$ cat src/rtl/uart_rx_os.sv
// Oversampling 8N1 UART receiver for the debug link.
// Bytes are held for Debug behind a level ready / pulse clear handshake.
module uart_rx_os #(
  parameter int CLK_FR      = 50000000,
  parameter int BAUD_RATE   = 9600,
  parameter int RX_DIV_SAMP = 16,
  parameter int DBIT        = 8
) (
  input  logic            clk_wz,
  input  logic            i_reset,
  input  logic            i_rx,
  input  logic            i_rx_clear,
  output logic [DBIT-1:0] o_rx_data,
  output logic            o_rx_ready,
  output logic            o_frame_err,
  output logic            o_overrun
);

  localparam int DIV = CLK_FR / (BAUD_RATE * RX_DIV_SAMP);
  localparam int DW  = (DIV > 1) ? $clog2(DIV) : 1;
  localparam int SW  = (RX_DIV_SAMP > 2) ? $clog2(RX_DIV_SAMP) : 1;
  localparam int NW  = (DBIT > 1) ? $clog2(DBIT) : 1;

  localparam logic [DW-1:0] DIV_LAST = DW'(DIV - 1);
  localparam logic [SW-1:0] S_MID    = SW'(RX_DIV_SAMP / 2 - 1);
  localparam logic [SW-1:0] S_LAST   = SW'(RX_DIV_SAMP - 1);
  localparam logic [NW-1:0] N_LAST   = NW'(DBIT - 1);

  typedef enum logic [1:0] {
    IDLE,
    START,
    DATA,
    STOP
  } state_t;

  state_t          state;
  logic [DW-1:0]   div_cnt;
  logic            s_tick;
  logic            rx_m;
  logic            rx_s;
  logic [SW-1:0]   s_cnt;
  logic [NW-1:0]   n;
  logic [DBIT-1:0] sh;

  assign s_tick = (div_cnt == DIV_LAST);

  always_ff @(posedge clk_wz) begin
    if (i_reset) begin
      div_cnt <= '0;
    end else if (s_tick) begin
      div_cnt <= '0;
    end else begin
      div_cnt <= div_cnt + DW'(1);
    end
  end

  // Line idles high, so the synchronizer resets to the idle level.
  always_ff @(posedge clk_wz) begin
    if (i_reset) begin
      rx_m <= 1'b1;
      rx_s <= 1'b1;
    end else begin
      rx_m <= i_rx;
      rx_s <= rx_m;
    end
  end

  always_ff @(posedge clk_wz) begin
    if (i_reset) begin
      state       <= IDLE;
      s_cnt       <= '0;
      n           <= '0;
      sh          <= '0;
      o_rx_data   <= '0;
      o_rx_ready  <= 1'b0;
      o_frame_err <= 1'b0;
      o_overrun   <= 1'b0;
    end else begin
      o_frame_err <= 1'b0;
      if (i_rx_clear) begin
        o_rx_ready <= 1'b0;
        o_overrun  <= 1'b0;
      end
      unique case (state)
        IDLE: begin
          if (!rx_s) begin
            state <= START;
            s_cnt <= '0;
          end
        end
        START: begin
          if (s_tick) begin
            if (s_cnt == S_MID) begin
              s_cnt <= '0;
              n     <= '0;
              state <= rx_s ? IDLE : DATA;
            end else begin
              s_cnt <= s_cnt + SW'(1);
            end
          end
        end
        DATA: begin
          if (s_tick) begin
            if (s_cnt == S_LAST) begin
              sh    <= {rx_s, sh[DBIT-1:1]};
              s_cnt <= '0;
              n     <= n + NW'(1);
              if (n == N_LAST) begin
                state <= STOP;
              end
            end else begin
              s_cnt <= s_cnt + SW'(1);
            end
          end
        end
        STOP: begin
          if (s_tick) begin
            if (s_cnt == S_LAST) begin
              state <= IDLE;
              s_cnt <= '0;
              // A completing frame overrides a same-cycle clear.
              if (rx_s) begin
                o_rx_data  <= sh;
                o_rx_ready <= 1'b1;
                if (o_rx_ready && !i_rx_clear) begin
                  o_overrun <= 1'b1;
                end
              end else begin
                o_frame_err <= 1'b1;
              end
            end else begin
              s_cnt <= s_cnt + SW'(1);
            end
          end
        end
        default: state <= IDLE;
      endcase
    end
  end

endmodule

$ cat config.mk
export PLATFORM = sky130hd
export DESIGN_NAME = uart_rx_os
export DESIGN_NICKNAME = d
export VERILOG_FILES = /design/src/rtl/uart_rx_os.sv
export SDC_FILE = /design/constraint.sdc
export NUM_CORES = 1
export LEC_CHECK = 0
export CORE_ASPECT_RATIO = 1.4
export CORE_MARGIN = 8
export CORE_UTILIZATION = 41
export DETAILED_ROUTE_END_ITERATION = 16
export SLEW_MARGIN = 20
export SYNTH_ARGS = -nofsm -noshare
export SYNTH_HDL_FRONTEND = slang
export SYNTH_SLANG_ARGS = --single-unit
$ cat constraint.sdc
create_clock -name clk_wz -period 3.1 [get_ports clk_wz]
set_clock_uncertainty 0.2 [all_clocks]
set_input_delay 0.31 -clock clk_wz [delete_from_list [all_inputs] [get_ports clk_wz]]
set_output_delay 0.31 -clock clk_wz [all_outputs]
set_load 0.005 [all_outputs]
# Word-level counts from Yosys, hierarchy flattened
# Index checks and enable logic that the tools add are counted.
# Widths: inputs -> output; s select.
[classes] add_sub_neg=3 n_eq_ne=16 n_mux=33 n_bitwise=3 reduce_logical=12
[op_table] op="$mux 4" count=5
[op_table] op="$mux 2" count=9
[op_table] op="$ne 2x2->1 const B" count=8
[op_table] op="$mux 1" count=12
[op_table] op="$mux 3" count=4
[op_table] op="$pmux 4 s3" count=1
[op_table] op="$add 9x1->9 const B" count=1
[op_table] op="$eq 9x9->1 const B" count=1
[op_table] op="$pmux 2 s4" count=1
[op_table] op="$reduce_and 8->1" count=1
[op_table] op="$pmux 3 s2" count=1
[op_table] op="$reduce_and 3->1" count=2
[op_table] op="$reduce_and 5->1" count=1
[op_table] op="$add 4x1->4 const B" count=1
[op_table] op="$eq 2x2->1 const B" count=2
[op_table] op="$eq 4x3->1 const B" count=1
[op_table] op="$eq 4x4->1 const B" count=1
[op_table] op="$reduce_and 4->1" count=1
[op_table] op="$reduce_or 2->1" count=2
[op_table] op="$reduce_or 4->1" count=1
[op_table] op="$add 3x1->3 const B" count=1
[op_table] op="$eq 3x3->1 const B" count=1
[op_table] op="$not 1->1" count=3
[op_table] op="$eq 2x1->1 const B" count=1
[op_table] op="5 further kinds" count=5
[totals] reg_bits=39 output_inout_bits=11 wordCells=78

# Logic depth before layout (Yosys ltp)
# Gate-level depths: netlist (run 1).
[logic_depth] depth_word=7 mapped_depth=7

# Least setup slack after synthesis (run 1)
# No wires, ideal clock.
[synth_path] path_kind="flip-flop to flip-flop" startpoint="register div_cnt[0]" endpoint="register sh[0]" arrival_ns=1.592 t_required_ns=2.769 setup_slack_ns=1.177 path_stages_with_launch=7 synth_period_minus_slack_ns=1.923 path_cell_list="dfxtp_1 -> inv_1 -> ha_1 -> nand4bb_4 -> nor4_4 -> mux2i_1 -> nor2_2"
[synth_via] elab_chain_len=2
[synth_rtl] item="from (decl)" line="37" text="logic [DW-1:0] div_cnt;"
[synth_rtl] item="from (signal assigned)" line="53" text="div_cnt <= div_cnt + DW'(1);"
[synth_rtl] item="$eq 9x9->1" line="45" text="assign s_tick = (div_cnt == DIV_LAST);"
[synth_rtl] item="$reduce_and 3->1 (no source line)"
[synth_rtl] item="to (signal assigned)" line="105" text="sh <= {rx_s, sh[DBIT-1:1]};"
[synth_rtl] item="to (decl)" line="43" text="logic [DBIT-1:0] sh;"
# No other way between the ends.
# A chain may end at the register's enable or synchronous reset.

# Final worst setup path (run 1)
[layout_path] startpoint="register div_cnt[0]" endpoint="register sh[3]"
# Same word-level chain as after synthesis.

==> results of run 1 <==
-- layout by cell type, fill, tap and decap left out, types with 3 or more instances in the layout --
cell type / n
dfxtp_1: 39
nor2_1: 22
mux2i_1: 18
clkdlybuf4s50_1: 14
nor3_1: 10
nand2_1: 8
nor2_2: 8
nand3b_1: 6
clkbuf_8: 6
inv_1: 5
a21oi_1: 5
nand3_1: 5
ha_1: 5
o21ai_0: 4
or2_2: 4
xnor2_1: 4
a211oi_1: 3
or3_1: 3
xor2_1: 3
-- cell usage after synthesis, drive strengths merged --
cell type  count  area (sq um)
dfxtp         39           781
nor2          30           133
mux2i         18           180
nor3          10          50.1
nand2          8          30.0
clkbuf         7          26.3
nand3b         6          45.0
a21oi          5          25.0
ha             5          62.6
inv            5          18.8
nand3          5          25.0
o21ai          4          20.0
or2            4          25.0
xnor2          4          35.0
a211oi         3          22.5
or3            3          18.8
xor2           3          26.3
and2           2          12.5
and4bb         2          25.0
buf            2          10.0
nand4          2          12.5
nand4bb        2          55.1
nor4           2          27.5
a211o          1          8.76
a21o           1          7.51
a221oi         1          8.76
a31o           1          8.76
and3b          1          8.76
nor2b          1          6.26
nor3b          1          7.51
o2111ai        1          8.76
-- sequential cells by signal (all words and copies together) (netlist names), named ones only --
signal / count
div_cnt: 9
n: 3
o_frame_err: 1
o_overrun: 1
o_rx_data: 8
o_rx_ready: 1
rx_m: 1
rx_s: 1
s_cnt: 4
sh: 8
state: 1
-- per-layer routing --
layer  up-vias  share of wire [%]
li1        647                  -
met1       577                 43
met2        20                 51
met3         5                4.2
met4         0                1.3
met5         -                  0
-- through the flow --
stage / instances / instance area [sq um] / power (mW) / worst slack [ns]
after floorplan: 179 / 1730 / 0.547 / 1.18
after global placement: 231 / 1910 / 0.555 / 1.05
after detailed placement: 231 / 1910 / 0.557 / 0.981
after CTS: 239 / 2010 / 0.910 / 0.953
after global routing: 239 / 2010 / 0.937 / 0.828
final: 239 / 2010 / 0.897 / 0.990
-- power breakdown --
part / total [mW] / switching, mW / internal [mW]
registers: 0.514 / 0.00763 / 0.506
clock network: 0.353 / 0.170 / 0.182
logic: 0.0311 / 0.0175 / 0.0136
-- worst max-delay path: cells and delay by family (launching register included) --
family / cells / cell delay (ns)
and+or+nand+nor: 3 / 0.87
DFF: 1 / 0.35
muxes: 1 / 0.30
adders and majority gates: 1 / 0.21
buffers and inverters: 1 / 0.07
-- final timing paths --
check	end	start
max	sh[3]	div_cnt[0]
max reg2reg	sh[3]	div_cnt[0]
min	rx_s	rx_m
min reg2reg	rx_s	rx_m
-- cells by family after synthesis --
group | count (synthesis) | share of synthesized area (%)
xor gates and xnor gates | 7 | 3.54
and+or+nand+nor | 79 | 27.8
muxes | 18 | 10.4
adders and majority gates | 5 | 3.61
DFF | 39 | 45.1
buffers and inverters | 14 | 3.18
AOI/OAI and AO/OA | 17 | 6.36
-- final cells by class --
cell class,instances,area share [%]
multi-input combinational,126,44.9
sequential,39,38.9
timing repair buffer,16,7.73
clock buffer,7,4.30
tap,45,2.80
inverter,5,0.935
clock inverter,1,0.436
==> results.py, run 1 <==
metrics = {
    "die": {
        "row_count": 28,
        "die_area_sq_um": 6590,
        "core_sq_um": 4130,
        "start_util_pct": 41.9,
        "die_h_microns": 92.9,
        "die_w_microns": 70.9,
        "io-pin-count": 15,
    },
    "sta": {
        "slew_viol_final": 0,
        "rsz0062_at_grt": "false",
        "setup_tns_ns": 0,
        "fmax_mhz": 474,
        "fin_crit_sh_pct": 68.1,
        "fin_crit_ns": 2.11,
        "fin_hold_ws_ns": 0.224,
        "relSlewSlack_pct": 54.5,
        "worst_pin_slew_ns": 0.678,
        "setup_viol": 0,
        "hold_violations": 0,
    },
    "global_routing": {
        "grt_use_total_pct": 10.5,
        "grt_overflow": 0,
        "grt_use_met1_pct": 10.8,
        "grt_max_degree": 26,
        "grt_use_met3_pct": 3.68,
        "grt_pass1_vias": 1261,
        "antenna_found_initial": 0,
        "grt_first_pass_wirelength_microns": 5620,
        "gr-max-usage-layer": "met2",
        "use_met2_pct": 19.0,
    },
    "finish": {
        "diodes": 0,
        "area_growth_pct": 16.0,
        "drive_above_1_share_pct": 14.4,
        "register_area_sq_um": 781,
        "multi_input_area_sq_um": 902,
        "final_util_pct": 48.6,
        "nets": 202,
        "nFillCells": 409,
    },
    "route": {
        "first_iter_violations": 18,
        "antenna_left": 0,
        "detail_route.vias_per_cell": 5.23,
        "post_drt_wl_per_cell_microns": 13.3,
        "num_vias": 1249,
        "drtPass1Iterations": 4,
        "routed_wl_microns": 3170,
        "drc": 0,
    },
    "worst_setup_path": {
        "crit_path_max_fanout": 8,
        "rrSetupSlack_ns": 0.99,
        "endpoint_kind": "flop",
        "arrival_ns": 2.09,
        "slowest_delay_ns": 0.66,
        "slowest_stage": "nor4_4",
        "crit_type": "flop to flop",
        "crit_chain": "inv_1 -> ha_1 -> nand4bb_4 -> nor4_4 -> mux2i_1 -> nor2_2",
        "worstPathRequired_ns": 3.08,
        "crit_path_start_kind": "flop",
        "reg2reg_depth": 6,
    },
    "yosys": {
        "synth_area_sq_um": 1730,
        "avgSynthCellArea_sq_um": 9.67,
        "netlist_instances": 179,
        "synth_warnings": 0,
        "yosysUniqueCellTypes": 33,
        "synth-seq-cells": 39,
        "syn_nets": 188,
        "ys_seq_area_share_pct": 45.1,
    },
    "cts": {
        "cts_max_path_buffers": 2,
        "numClockSinks": 39,
        "ctsHoldBuffers": 0,
        "cts_setup_buffers": 0,
        "cts-root-buf": "clkbuf_8",
        "h-tree-depth": 2,
        "numCtsBuffers": 5,
        "ctsResizeCount": 0,
        "cts_tree": "built",
        "path_clk_slew_ns": 0.07,
        "clkLatencyLatePin_ns": 0.29,
    },
    "placement": {
        "gp_congestion": 0.770,
        "portBuffers": 14,
        "post-dp-hpwl_microns": 2370,
    },
    "hold_path": {
        "min_path_type": "flop to flop",
        "hold_depth": 1,
    },
    "job": {
        "max_cap_violations": 0,
    },
    "power": {
        "power_leakage_nw": 0.676,
        "ir_worst_vdd_mv": 0.342,
        "cellPowerDensity_nw_per_um2": 447,
    },
    "run_status": {
        "status": "finished, final reports clean",
    },
}
(Power assumes the default switching activity.)
==> inputs of run 2 (changes only) <==
- clock period: 3.1 -> 2.1 ns (I/O delays scaled with it)
==> run 2 against run 1 <==
Sequential share of layout area decreased by 0.88 points; critical path depth is 1 higher; clock power rose by 39%; worst hold slack worse by 0.0053 ns; final area rose by 2.3%; maximum frequency grew 7.4%; sequential cell count unchanged; setup slack got worse by 0.86 ns; critical path type unchanged.
==> results.py, run 2 (same netlist as run 1, synthesis figures left out) <==
metrics = {
    "sta": {
        "setup_tns_ns": 0,
        "fmax_mhz": 509,
        "fin_crit_sh_pct": 93.6,
        "relSlewSlack_pct": 70.1,
        "setup_viol": 0,
        "rsz0062_at_grt": "false",
        "hold_violations": 0,
        "worst_pin_slew_ns": 0.448,
        "slew_viol_final": 0,
        "fin_crit_ns": 1.97,
    },
    "global_routing": {
        "gr-max-usage-layer": "met2",
        "antenna_found_initial": 0,
        "grt_use_met3_pct": 3.89,
        "grt_overflow": 0,
        "grt_pass1_vias": 1292,
        "grt_use_met1_pct": 11.2,
        "grt_max_degree": 29,
        "grt_first_pass_wirelength_microns": 5710,
        "use_met2_pct": 18.5,
        "grt_use_total_pct": 10.7,
    },
    "route": {
        "post_drt_wl_per_cell_microns": 13.8,
        "detail_route.vias_per_cell": 5.34,
        "routed_wl_microns": 3360,
        "antenna_left": 0,
        "first_iter_violations": 56,
        "drc": 0,
        "drtPass1Iterations": 6,
        "num_vias": 1302,
    },
    "worst_setup_path": {
        "setup.worst_path.start": "div_cnt[0]",
        "reg2reg_from": "div_cnt[0]",
        "crit_type": "flop to flop",
        "crit_path_end": "o_rx_data[4]",
        "worstPathRequired_ns": 2.08,
        "endpoint_kind": "flop",
        "r2r-end": "o_rx_data[4]",
        "arrival_ns": 1.94,
        "crit_path_max_fanout": 5,
        "reg2reg_depth": 7,
        "rrSetupSlack_ns": 0.13,
        "crit_path_start_kind": "flop",
    },
    "die": {
        "die_w_microns": 70.9,
        "start_util_pct": 41.9,
        "die_h_microns": 92.9,
        "die_area_sq_um": 6590,
        "row_count": 28,
        "core_sq_um": 4130,
        "io-pin-count": 15,
    },
    "finish": {
        "final_util_pct": 49.7,
        "drive_above_1_share_pct": 16.6,
        "largest_reg_flops": 9,
        "layout_commonest_cell": "dfxtp_1",
        "layout_common_cells": "dfxtp_1, nor2_1, mux2i_1",
        "top_regs": "div_cnt x9, o_rx_data x8, sh x8",
        "area_growth_pct": 18.6,
        "diodes": 0,
        "top_register": "div_cnt",
        "nFillCells": 411,
        "nets": 207,
    },
    "cts": {
        "ctsHoldBuffers": 0,
        "h-tree-depth": 2,
        "path_clk_slew_ns": 0.08,
        "clkLatencyLatePin_ns": 0.28,
        "cts_tree": "built",
        "cts-root-buf": "clkbuf_8",
        "cts_max_path_buffers": 2,
        "numClockSinks": 39,
        "numCtsBuffers": 5,
    },
    "power": {
        "ir_worst_vdd_mv": 0.398,
        "power_leakage_nw": 0.715,
        "cellPowerDensity_nw_per_um2": 632,
    },
    "hold_path": {
        "hold_depth": 1,
        "min_path_type": "flop to flop",
    },
    "run_status": {
        "status": "finished, final reports clean",
    },
    "placement": {
        "post-dp-hpwl_microns": 2430,
        "gp_congestion": 0.782,
        "portBuffers": 14,
    },
    "job": {
        "max_cap_violations": 0,
    },
}
## run 2: layer usage
| layer | up-vias | wire [microns] |
|---|---|---|
| met5 | - | 0 |
| met4 | 0 | 48 |
| met3 | 5 | 177 |
| met2 | 18 | 1750 |
| met1 | 623 | 1380 |
| li1 | 656 | - |
## run 2: stage by stage
step | power [mW] | cells | hold WS (ns) | worst slack, ns | instance area [sq um]
floorplan | 0.808 | 179 | 0.0868 | 0.177 | 1730
global placement | 0.823 | 234 | 0.200 | 0.208 | 1950
detailed placement | 0.825 | 234 | 0.203 | 0.155 | 1950
CTS | 1.32 | 242 | 0.223 | 0.137 | 2030
global route | 1.35 | 244 | 0.236 | 0.0128 | 2050
finish | 1.30 | 244 | 0.218 | 0.134 | 2050
## run 2: worst max-delay path, stage by stage, from the launching register on
cell,delay (ns)
dfxtp_1,0.35
inv_1,0.06
ha_1,0.21
nand4bb_4,0.19
nor4_4,0.34
buf_2,0.25
mux2i_1,0.20
nor2_1,0.05
## run 2: cell type report
class | count | area (sq um) | area share (%)
Clock buffer | 6 | 72.6 | 3.53
Clock inverter | 2 | 12.5 | 0.609
Inverter | 5 | 18.8 | 0.914
Multi-Input combinational cell | 126 | 911 | 44.3
Sequential cell | 39 | 781 | 38.0
Tap cell | 45 | 56.3 | 2.74
Timing Repair Buffer | 21 | 203 | 9.87
## run 2: worst min path at each step
stage	from	end	slack, ns
2_1_floorplan	i_rx_clear	o_overrun	0.09
3_3_place_gp	rx_m	rx_s	0.20
3_5_place_dp	rx_m	rx_s	0.20
6_report	rx_m	rx_s	0.22
4_1_cts	rx_m	rx_s	0.22
5_1_grt	rx_m	rx_s	0.24
## run 2: power by group
part / internal, mW / switching, mW
Sequential: 0.747 / 0.0115
Combinational: 0.0227 / 0.0269
Clock: 0.232 / 0.258
Total: 1.00 / 0.296
## run 2: timing repair
action,4_1_cts,5_1_grt
buffers inserted,0,1
gates resized for setup,0,3
endpoints found under the setup margin,0,3
==> inputs of run 3 (changes only) <==
- MAX_ROUTING_LAYER: not set -> met4
==> run 3 against run 2 <==
First-iteration DRC count did not move; setup slack better by 0.010 ns; register-to-register slack is essentially flat; sequential power is essentially flat; total power hardly changed; sequential share of layout area is essentially flat; maximum frequency rose by 0.52%; global-route usage is 0.29 points higher; largest cell class unchanged; highest routed layer unchanged.
==> results.py, run 3 (same netlist as run 1, synthesis figures left out) <==
metrics = {
    "global_routing": {
        "antenna_found_initial": 0,
        "grt_max_degree": 29,
        "grt_first_pass_wirelength_microns": 5710,
        "grt_pass1_vias": 1295,
        "grt_use_total_pct": 11.0,
        "grt_overflow": 0,
    },
    "route": {
        "detail_route.vias_per_cell": 5.34,
        "dr_wl_met3_microns": 108,
        "drtPass1Iterations": 6,
        "num_vias": 1302,
        "first_iter_violations": 56,
        "wl_met1_microns": 1450,
        "routed_wl_microns": 3360,
        "top_layer": "met4",
        "post_drt_wl_per_cell_microns": 13.8,
        "wl_met2_microns": 1760,
        "drc": 0,
        "antenna_left": 0,
    },
    "finish": {
        "top_regs": "div_cnt x9, o_rx_data x8, sh x8",
        "layout_common_cells": "dfxtp_1, nor2_1, mux2i_1",
        "top_register": "div_cnt",
        "drive_above_1_share_pct": 16.6,
        "nets": 207,
        "stdcell_count": 244,
        "largest_reg_flops": 9,
        "final_util_pct": 49.8,
        "diodes": 0,
        "layout_commonest_cell": "dfxtp_1",
        "area_growth_pct": 18.8,
    },
    "worst_setup_path": {
        "worstPathRequired_ns": 2.08,
        "slowest_delay_ns": 0.38,
        "endpoint_kind": "flop",
        "r2r-end": "sh[3]",
        "arrival_ns": 1.94,
        "rrSetupSlack_ns": 0.14,
        "crit_chain": "ha_1 -> nand4_1 -> buf_4 -> nor4_4 -> buf_4 -> mux2i_1 -> nor2_2",
        "reg2reg_depth": 7,
        "crit_type": "flop to flop",
        "cpMostUsedCell": "buf_4",
        "crit_family": "buffers and inverters",
        "crit_path_start_kind": "flop",
        "cp.buffers_inverters": 2,
        "reg2reg_from": "s_cnt[0]",
        "crit_path_max_fanout": 8,
        "slowest_stage": "dfxtp_1",
    },
    "cts": {
        "ctsHoldBuffers": 0,
        "path_clk_slew_ns": 0.07,
        "cts_tree": "built",
        "cts-root-buf": "clkbuf_8",
        "clkLatencyLatePin_ns": 0.29,
        "numClockSinks": 39,
        "cts_max_path_buffers": 2,
        "h-tree-depth": 2,
        "numCtsBuffers": 5,
    },
    "die": {
        "die_h_microns": 92.9,
        "row_count": 28,
        "die_w_microns": 70.9,
        "die_area_sq_um": 6590,
        "start_util_pct": 41.9,
        "io-pin-count": 15,
        "core_sq_um": 4130,
    },
    "power": {
        "ir_worst_vdd_mv": 0.398,
        "cellPowerDensity_nw_per_um2": 631,
        "power_leakage_nw": 0.714,
    },
    "sta": {
        "setup_tns_ns": 0,
        "setup_viol": 0,
        "relSlewSlack_pct": 70.1,
        "worst_pin_slew_ns": 0.448,
        "rsz0062_at_grt": "false",
        "fin_crit_ns": 1.96,
        "setup_ws_ns": 0.144,
        "hold_violations": 0,
        "fin_crit_sh_pct": 93.1,
        "slew_viol_final": 0,
        "fmax_mhz": 511,
    },
    "run_status": {
        "status": "finished, final reports clean",
    },
    "placement": {
        "post-place-ws_ns": 0.155,
        "gp_congestion": 0.793,
        "portBuffers": 14,
        "post-dp-hpwl_microns": 2430,
        "place_inst": 234,
    },
    "hold_path": {
        "min_path_type": "flop to flop",
        "hold_depth": 1,
        "min_from": "rx_m",
        "min_to": "rx_s",
    },
    "job": {
        "max_cap_violations": 0,
    },
}
-- run 3: cell types whose count changed in the layout (fill, tap and decap cells not counted) --
cell / change
buf_2: -1
clkbuf_4: +1
-- run 3: worst reg2reg max path, stage by stage, from the launching register on --
cell	delay [ns]
dfxtp_1	0.38
ha_1	0.23
nand4_1	0.21
buf_4	0.21
nor4_4	0.11
buf_4	0.22
mux2i_1	0.24
nor2_2	0.04
-- run 3: worst max path at each step --
stage / startpoint / end / cells after the start
2_1_floorplan: div_cnt[0] / sh[0] / 6
3_3_place_gp: div_cnt[0] / o_rx_data[6] / 7
3_5_place_dp: div_cnt[0] / o_rx_data[2] / 7
4_1_cts: div_cnt[0] / o_rx_data[1] / 7
5_1_grt: div_cnt[0] / o_rx_data[2] / 7
6_report: s_cnt[0] / sh[3] / 7
-- run 3: power by group --
part | switching (mW) | leakage (nW) | total (mW) | internal (mW)
Combinational | 0.0269 | 0.357 | 0.0496 | 0.0227
Clock | 0.259 | 0.0412 | 0.491 | 0.232
Sequential | 0.0115 | 0.315 | 0.758 | 0.747
Total | 0.297 | 0.714 | 1.30 | 1.00
-- run 3: per-layer routing --
layer | up-vias | track usage, %
li1 | 655 | -
met1 | 623 | 11.8
met2 | 18 | 18.5
met3 | 6 | 2.81
met4 | 0 | 4.88
met5 | - | -
-- run 3: metrics by stage --
stage                     power [mW]  area (sq um)  hold slack, ns
after global placement         0.823          1950           0.200
final                           1.30          2060           0.218
after CTS                       1.32          2030           0.223
after floorplan                0.808          1730          0.0868
after detailed placement       0.825          1950           0.203
after global routing            1.35          2060           0.236
-- run 3: area by class of cell --
cell class                 instances  area, sq um
clock buffer                       6         72.6
clock inverter                     2         12.5
fill                             410         2080
inverter                           5         18.8
multi-input combinational        126          911
sequential                        39          781
tap                               45         56.3
timing repair buffer              21          205
-- run 3: what timing repair did --
item / in CTS / in global routing
setup buffers: 0 / 1
endpoints found under the setup margin: 0 / 4
resized for setup: 0 / 4
endpoints found under the hold margin: 0 / 0
